<file path="config.mk">
export PLATFORM = sky130hd
export DESIGN_NAME = rtc_alrm_sched
export DESIGN_NICKNAME = d
export VERILOG_FILES = /design/src/rtl/rtc_alrm_sched.sv
export SDC_FILE = /design/constraint.sdc
export NUM_CORES = 1
export LEC_CHECK = 0
export BUFFER_PORTS_ARGS = -buffer_cell sky130_fd_sc_hd__buf_4
export CORE_UTILIZATION = 29
export DETAILED_ROUTE_END_ITERATION = 10
export PLACE_DENSITY = 0.46
export SETUP_SLACK_MARGIN = 0.02
export SYNTH_ARGS = -nofsm -noshare
export SYNTH_HDL_FRONTEND = slang
export SYNTH_SLANG_ARGS = --single-unit
</file>
<file path="constraint.sdc">
create_clock -name clk_i -period 20.1 [get_ports clk_i]
set_input_delay 4.02 -clock clk_i [delete_from_list [all_inputs] [get_ports clk_i]]
set_output_delay 4.02 -clock clk_i [all_outputs]
set_load 0.005 [all_outputs]
</file>
<file path="src/rtl/rtc_alrm_sched.sv">
// Multiplexes SLOT_NUM software alarm slots onto one RTC alarm comparator (nearest-future, wrap-aware).
// Optional macro RTC_ALRM_SCHED_PERIODIC_EN adds per-slot periods that re-arm a slot after it fires.
module rtc_alrm_sched #(
    parameter  int SLOT_NUM  = 4,
    parameter  int CNT_WIDTH = 32,
    localparam int IDX_WIDTH = $clog2(SLOT_NUM)
) (
    input  logic                 clk_i,
    input  logic                 rst_i,
    input  logic [CNT_WIDTH-1:0] cnt_i,
    input  logic                 cnt_jmp_i,
    input  logic                 wr_en_i,
    input  logic [IDX_WIDTH-1:0] wr_idx_i,
    input  logic [CNT_WIDTH-1:0] wr_val_i,
    input  logic                 wr_arm_i,
`ifdef RTC_ALRM_SCHED_PERIODIC_EN
    input  logic [CNT_WIDTH-1:0] per_i,
`endif
    output logic [CNT_WIDTH-1:0] alrm_o,
    output logic                 alrm_vld_o,
    output logic [SLOT_NUM-1:0]  fire_o,
    output logic [SLOT_NUM-1:0]  armed_o,
    output logic                 busy_o
);

    typedef enum logic [2:0] {IDLE, SCAN, LOAD, WAIT, FIRE} state_t;

    state_t               state, state_n;
    logic [CNT_WIDTH-1:0] val [SLOT_NUM];
`ifdef RTC_ALRM_SCHED_PERIODIC_EN
    logic [CNT_WIDTH-1:0] per [SLOT_NUM];
`endif
    logic [SLOT_NUM-1:0]  armed;
    logic [IDX_WIDTH-1:0] scan_idx;
    logic [IDX_WIDTH-1:0] best_idx;
    logic [CNT_WIDTH-1:0] best_dist;
    logic                 best_found;

    logic [SLOT_NUM-1:0]  wr_sel;
    logic                 wr_ok;
    logic                 wr_arms;
    logic                 rescan;
    logic [CNT_WIDTH-1:0] cur_dist;
    logic                 last;
    logic                 take;

    // An out-of-range index shifts the one-hot select to zero, so the write vanishes.
    assign wr_sel   = wr_en_i ? (SLOT_NUM'(1) << wr_idx_i) : '0;
    assign wr_ok    = |wr_sel;
    assign wr_arms  = wr_ok && wr_arm_i;
    assign rescan   = wr_ok || cnt_jmp_i;

    assign cur_dist = val[scan_idx] - cnt_i;
    assign last     = (scan_idx == IDX_WIDTH'(SLOT_NUM - 1));
    assign take     = armed[scan_idx] && (!best_found || (cur_dist < best_dist));
    assign armed_o  = armed;

    always_comb begin
        state_n = state;
        unique case (state)
            IDLE: if (wr_arms) state_n = SCAN;
            SCAN: begin
                if (rescan)    state_n = SCAN;
                else if (last) state_n = (best_found || take) ? LOAD : IDLE;
            end
            LOAD: state_n = rescan ? SCAN : WAIT;
            // A match outranks any concurrent write or jump.
            WAIT: begin
                if (cnt_i == alrm_o) state_n = FIRE;
                else if (rescan)     state_n = SCAN;
            end
            FIRE: state_n = SCAN;
            default: state_n = IDLE;
        endcase
    end

    always_ff @(posedge clk_i or posedge rst_i) begin
        if (rst_i) begin
            state      <= IDLE;
            alrm_o     <= '0;
            alrm_vld_o <= 1'b0;
            busy_o     <= 1'b0;
            scan_idx   <= '0;
            best_idx   <= '0;
            best_dist  <= '0;
            best_found <= 1'b0;
        end else begin
            state      <= state_n;
            alrm_vld_o <= (state_n == WAIT);
            busy_o     <= (state_n == SCAN) || (state_n == LOAD);
            if ((state_n == SCAN) && ((state != SCAN) || rescan)) begin
                scan_idx   <= '0;
                best_idx   <= '0;
                best_dist  <= '0;
                best_found <= 1'b0;
            end else if (state == SCAN) begin
                scan_idx <= scan_idx + 1'b1;
                if (take) begin
                    best_found <= 1'b1;
                    best_idx   <= scan_idx;
                    best_dist  <= cur_dist;
                end
            end
            if ((state == LOAD) && (state_n == WAIT)) alrm_o <= val[best_idx];
        end
    end

    // Slot storage: the fire clear comes first so a same-cycle write overrides it.
    always_ff @(posedge clk_i or posedge rst_i) begin
        if (rst_i) begin
            armed  <= '0;
            fire_o <= '0;
            for (int i = 0; i < SLOT_NUM; i++) begin
                val[i] <= '0;
`ifdef RTC_ALRM_SCHED_PERIODIC_EN
                per[i] <= '0;
`endif
            end
        end else begin
            fire_o <= '0;
            for (int i = 0; i < SLOT_NUM; i++) begin
                if ((state == FIRE) && armed[i] && (val[i] == alrm_o)) begin
                    fire_o[i] <= 1'b1;
`ifdef RTC_ALRM_SCHED_PERIODIC_EN
                    if (per[i] != '0) val[i] <= val[i] + per[i];
                    else              armed[i] <= 1'b0;
`else
                    armed[i] <= 1'b0;
`endif
                end
                if (wr_sel[i]) begin
                    armed[i] <= wr_arm_i;
                    if (wr_arm_i) val[i] <= wr_val_i;
`ifdef RTC_ALRM_SCHED_PERIODIC_EN
                    per[i] <= per_i;
`endif
                end
            end
        end
    end

endmodule

</file>
==> results.yml <==
status:
  status: "finished, violations left"
  violations: "design-rule violations"
sta:
  tightest_slew_ps: 1110
  hold_violations: 0
  finalClockSkew_ps: 20.9
  post-route-period-util: 0.443
  rsz0062_at_grt: "no"
  setup_viol: 0
  finalCriticalPeriod_ps: 8910
  finalMaxSlewViolations: 0
  max_slew_margin: 0.257
  setup_tns_ps: 0
  max_freq_mhz: 112
placement:
  port_buffers: 112
  dp_hpwl_um: 34800
  dp_cells: 1874
  gp_congestion: 0.861
finish:
  final_common_cell: "dfrtp_1"
  drive_gt1_frac: 0.317
  diodes: 0
  final_cell_mix: "dfrtp_1 (208), mux2_2 (160), buf_4 (125)"
  nFillCells: 4770
  fin_cells: 1924
  ff_latch_area_um2: 5260
  multi_input_area_um2: 8010
  nets: 1432
  area_growth_pct: 17.2
power_and_ir_drop:
  vdd.ir_drop.worst_mv: 0.0693
  power.density_nw_per_um2: 149
  power.leakage_nw: 7.04
route:
  wl_per_cell_um: 24.4
  ant_nets: 0
  via_count: 9894
  drc: 4
  first_pass_iters: 8
  first_iter_violations: 635
  drt_wl_total_um: 46900
  vias_per_cell: 5.14
die:
  ios: 113
  die_area_um2: 48800
  start_util: 0.296
  rows: 79
  die_height_um: 221
  core_um2: 46900
  die_width_um: 221
synth:
  yosys_warnings: 0
  syn_area_um2: 13900
  syn-instance-count: 1216
  synth_cell_types: 60
  ys_seq_elements: 210
  synth.net_count: 1351
  synth_area_leaders: "dfrtp_1 (38%), mux2_2 (13%), mux4_2 (11%)"
  synth-main-ff-cell: "dfrtp_1"
  synth_edf_count: 0
  async_reset_ff_frac: 1.00
  synth_top_area_frac: 0.378
  synth_top_area_cell: "dfrtp_1"
  synth_area_per_cell_um2: 11.4
  ys_seq_area_frac: 0.378
setup_path:
  crit_chain: "buf_4, inv_1, ha_1, nor3_1, nand2b_1, o211a_1, a21boi_1, o21ai_0, a31oi_1, xnor2_1, ha_1, a2111oi_0, nand3_1, a31oi_1, o211ai_1, nand2_2, mux2i_1, nor2_1"
  start_kind: "primary input"
  worstSetupPathType: "in -> reg"
  r2r_start: "scan_idx[0]"
  cp_num_buf_inv: 2
  slowest_delay_ps: 940
  reg2reg_slack_ps: 13020
  crit_slowest_cell: "nand2_2"
  cp_top_family: "compound AO/OA/AOI/OAI gates"
  crit_fanout: 36
  r2r_cells: 21
  required_ps: 20540
  r2r_end: "best_dist[3]"
  cp_data_arrival_time_ps: 9350
  end_kind: "register"
clocking:
  clk_path_buf_depth: 3
  cts.repair.resized: 0
  h-tree-depth: 1
  clkSinkCount: 210
  path_clk_slew_ps: 50
  cts_tree: "done"
  post_cts_buffers: 0
  cts_hold_buf: 0
  clockRootBuffer: "clkbuf_16"
  clock_latency_ps: 590
  cts_buffers: 28
flow_run:
  drv_cap: 0
global_routing:
  grt_pass1_wl_um: 69000
  gr-total-overflow: 0
  antenna_found_initial: 1
  grt_use_total: 0.192
  grt_max_degree: 92
  grt_pass1_vias: 10100
hold_path:
  min_path_cells: 2
  hp-class: "reg -> reg"
  min-delay-start: "best_dist[20]"
  holdPathEnd: "best_dist[20]"
==> per-layer routing <==
metal,global-route usage,vias to the layer above,share of wire
met3,0.0280,55,0.043
met4,0.0573,0,0.030
met2,0.306,237,0.46
met1,0.269,5077,0.46
li1,-,4525,-
met5,0,-,0
==> worst max-delay path by stage <==
stage | start | to | slack, ps | cells after the start
2_1_floorplan | rst_i | alrm_o[0] | 10340 | 1
3_3_place_gp | cnt_i[14] | best_dist[2] | 10670 | 18
3_5_place_dp | cnt_i[1] | best_dist[1] | 10640 | 18
4_1_cts | cnt_i[1] | best_dist[3] | 11240 | 18
5_1_grt | cnt_i[0] | best_dist[9] | 10690 | 20
6_report | cnt_i[6] | best_dist[3] | 11190 | 18
==> state kept, by name (all words and copies together), names as in the netlist <==
register,cells
busy_o,1
best_dist,32
best_found,1
alrm_o,32
scan_idx,2
alrm_vld_o,1
state,3
best_idx,2
val,128
fire_o,4
armed_o,4
==> kinds of logic (layout without fill, tap and decap cells) <==
family | Yosys count | in the layout | share of synthesized area
AO/OA/AOI/OAI | 136 | 136 | 0.0646
XOR/XNOR | 189 | 189 | 0.120
adder cells (fa/ha/maj) | 64 | 64 | 0.0582
buffers and inverters | 151 | 252 | 0.0462
flip-flops | 210 | 210 | 0.378
multiplexers | 252 | 252 | 0.255
AND/OR/NAND/NOR | 214 | 214 | 0.0779
==> per-stage QoR <==
stage / setup WS (ps) / hold WS (ps) / util / cell area (um^2) / power (mW)
4_1_cts: 11240 / 524 / 0.347 / 16300 / 2.45
6_report: 11190 / 516 / 0.347 / 16300 / 2.43
3_3_place_gp: 10670 / 501 / 0.326 / 15300 / 1.88
2_1_floorplan: 10340 / 481 / - / 13900 / 1.54
5_1_grt: 10690 / 542 / 0.347 / 16300 / 2.62
3_5_place_dp: 10640 / 509 / 0.326 / 15300 / 1.89
==> layout make-up <==
type                       instances  share of cell area
clock buffer                      38              0.0497
multi-input combinational        855               0.492
sequential                       210               0.323
tap                              607              0.0467
timing repair buffer             125              0.0577
inverter                          77              0.0182
clock inverter                    12              0.0129
==> where the power goes <==
part / leakage, nW / internal (mW) / total (mW) / switching, mW
Clock: 0.504 / 0.345 / 0.549 / 0.204
Sequential: 2.65 / 0.520 / 0.618 / 0.0980
Combinational: 3.88 / 0.571 / 1.27 / 0.695
Total: 7.04 / 1.44 / 2.43 / 0.998
==> worst reg2reg max path, cell delays in order (launching register included) <==
cell,delay (ps)
dfrtp_2,330
buf_4,620
mux4_2,680
inv_1,120
ha_1,180
inv_1,60
fa_1,390
a21oi_1,220
nor2_1,90
nor4_1,520
o22ai_1,260
nor3_1,290
o31ai_1,160
a31oi_1,310
xnor2_1,110
ha_1,290
and4_1,190
o2111ai_1,110
o211ai_1,700
nand2_2,860
mux2i_1,390
nor2_1,60
==> Yosys cell counts, types with 16 or more instances <==
cell type and instances:
dfrtp_1 210, mux2_2 160, xnor2_1 104, xor2_1 83, inv_1 77, mux4_2 65
ha_1 63, nor2_1 56, nand2_1 44, a21oi_1 39, clkbuf_1 32, nand4_1 31
mux2i_1 27, nor4_1 24, o21ai_0 23, buf_2 18, buf_1 16
No activity file was read; power rests on OpenSTA's default activity.
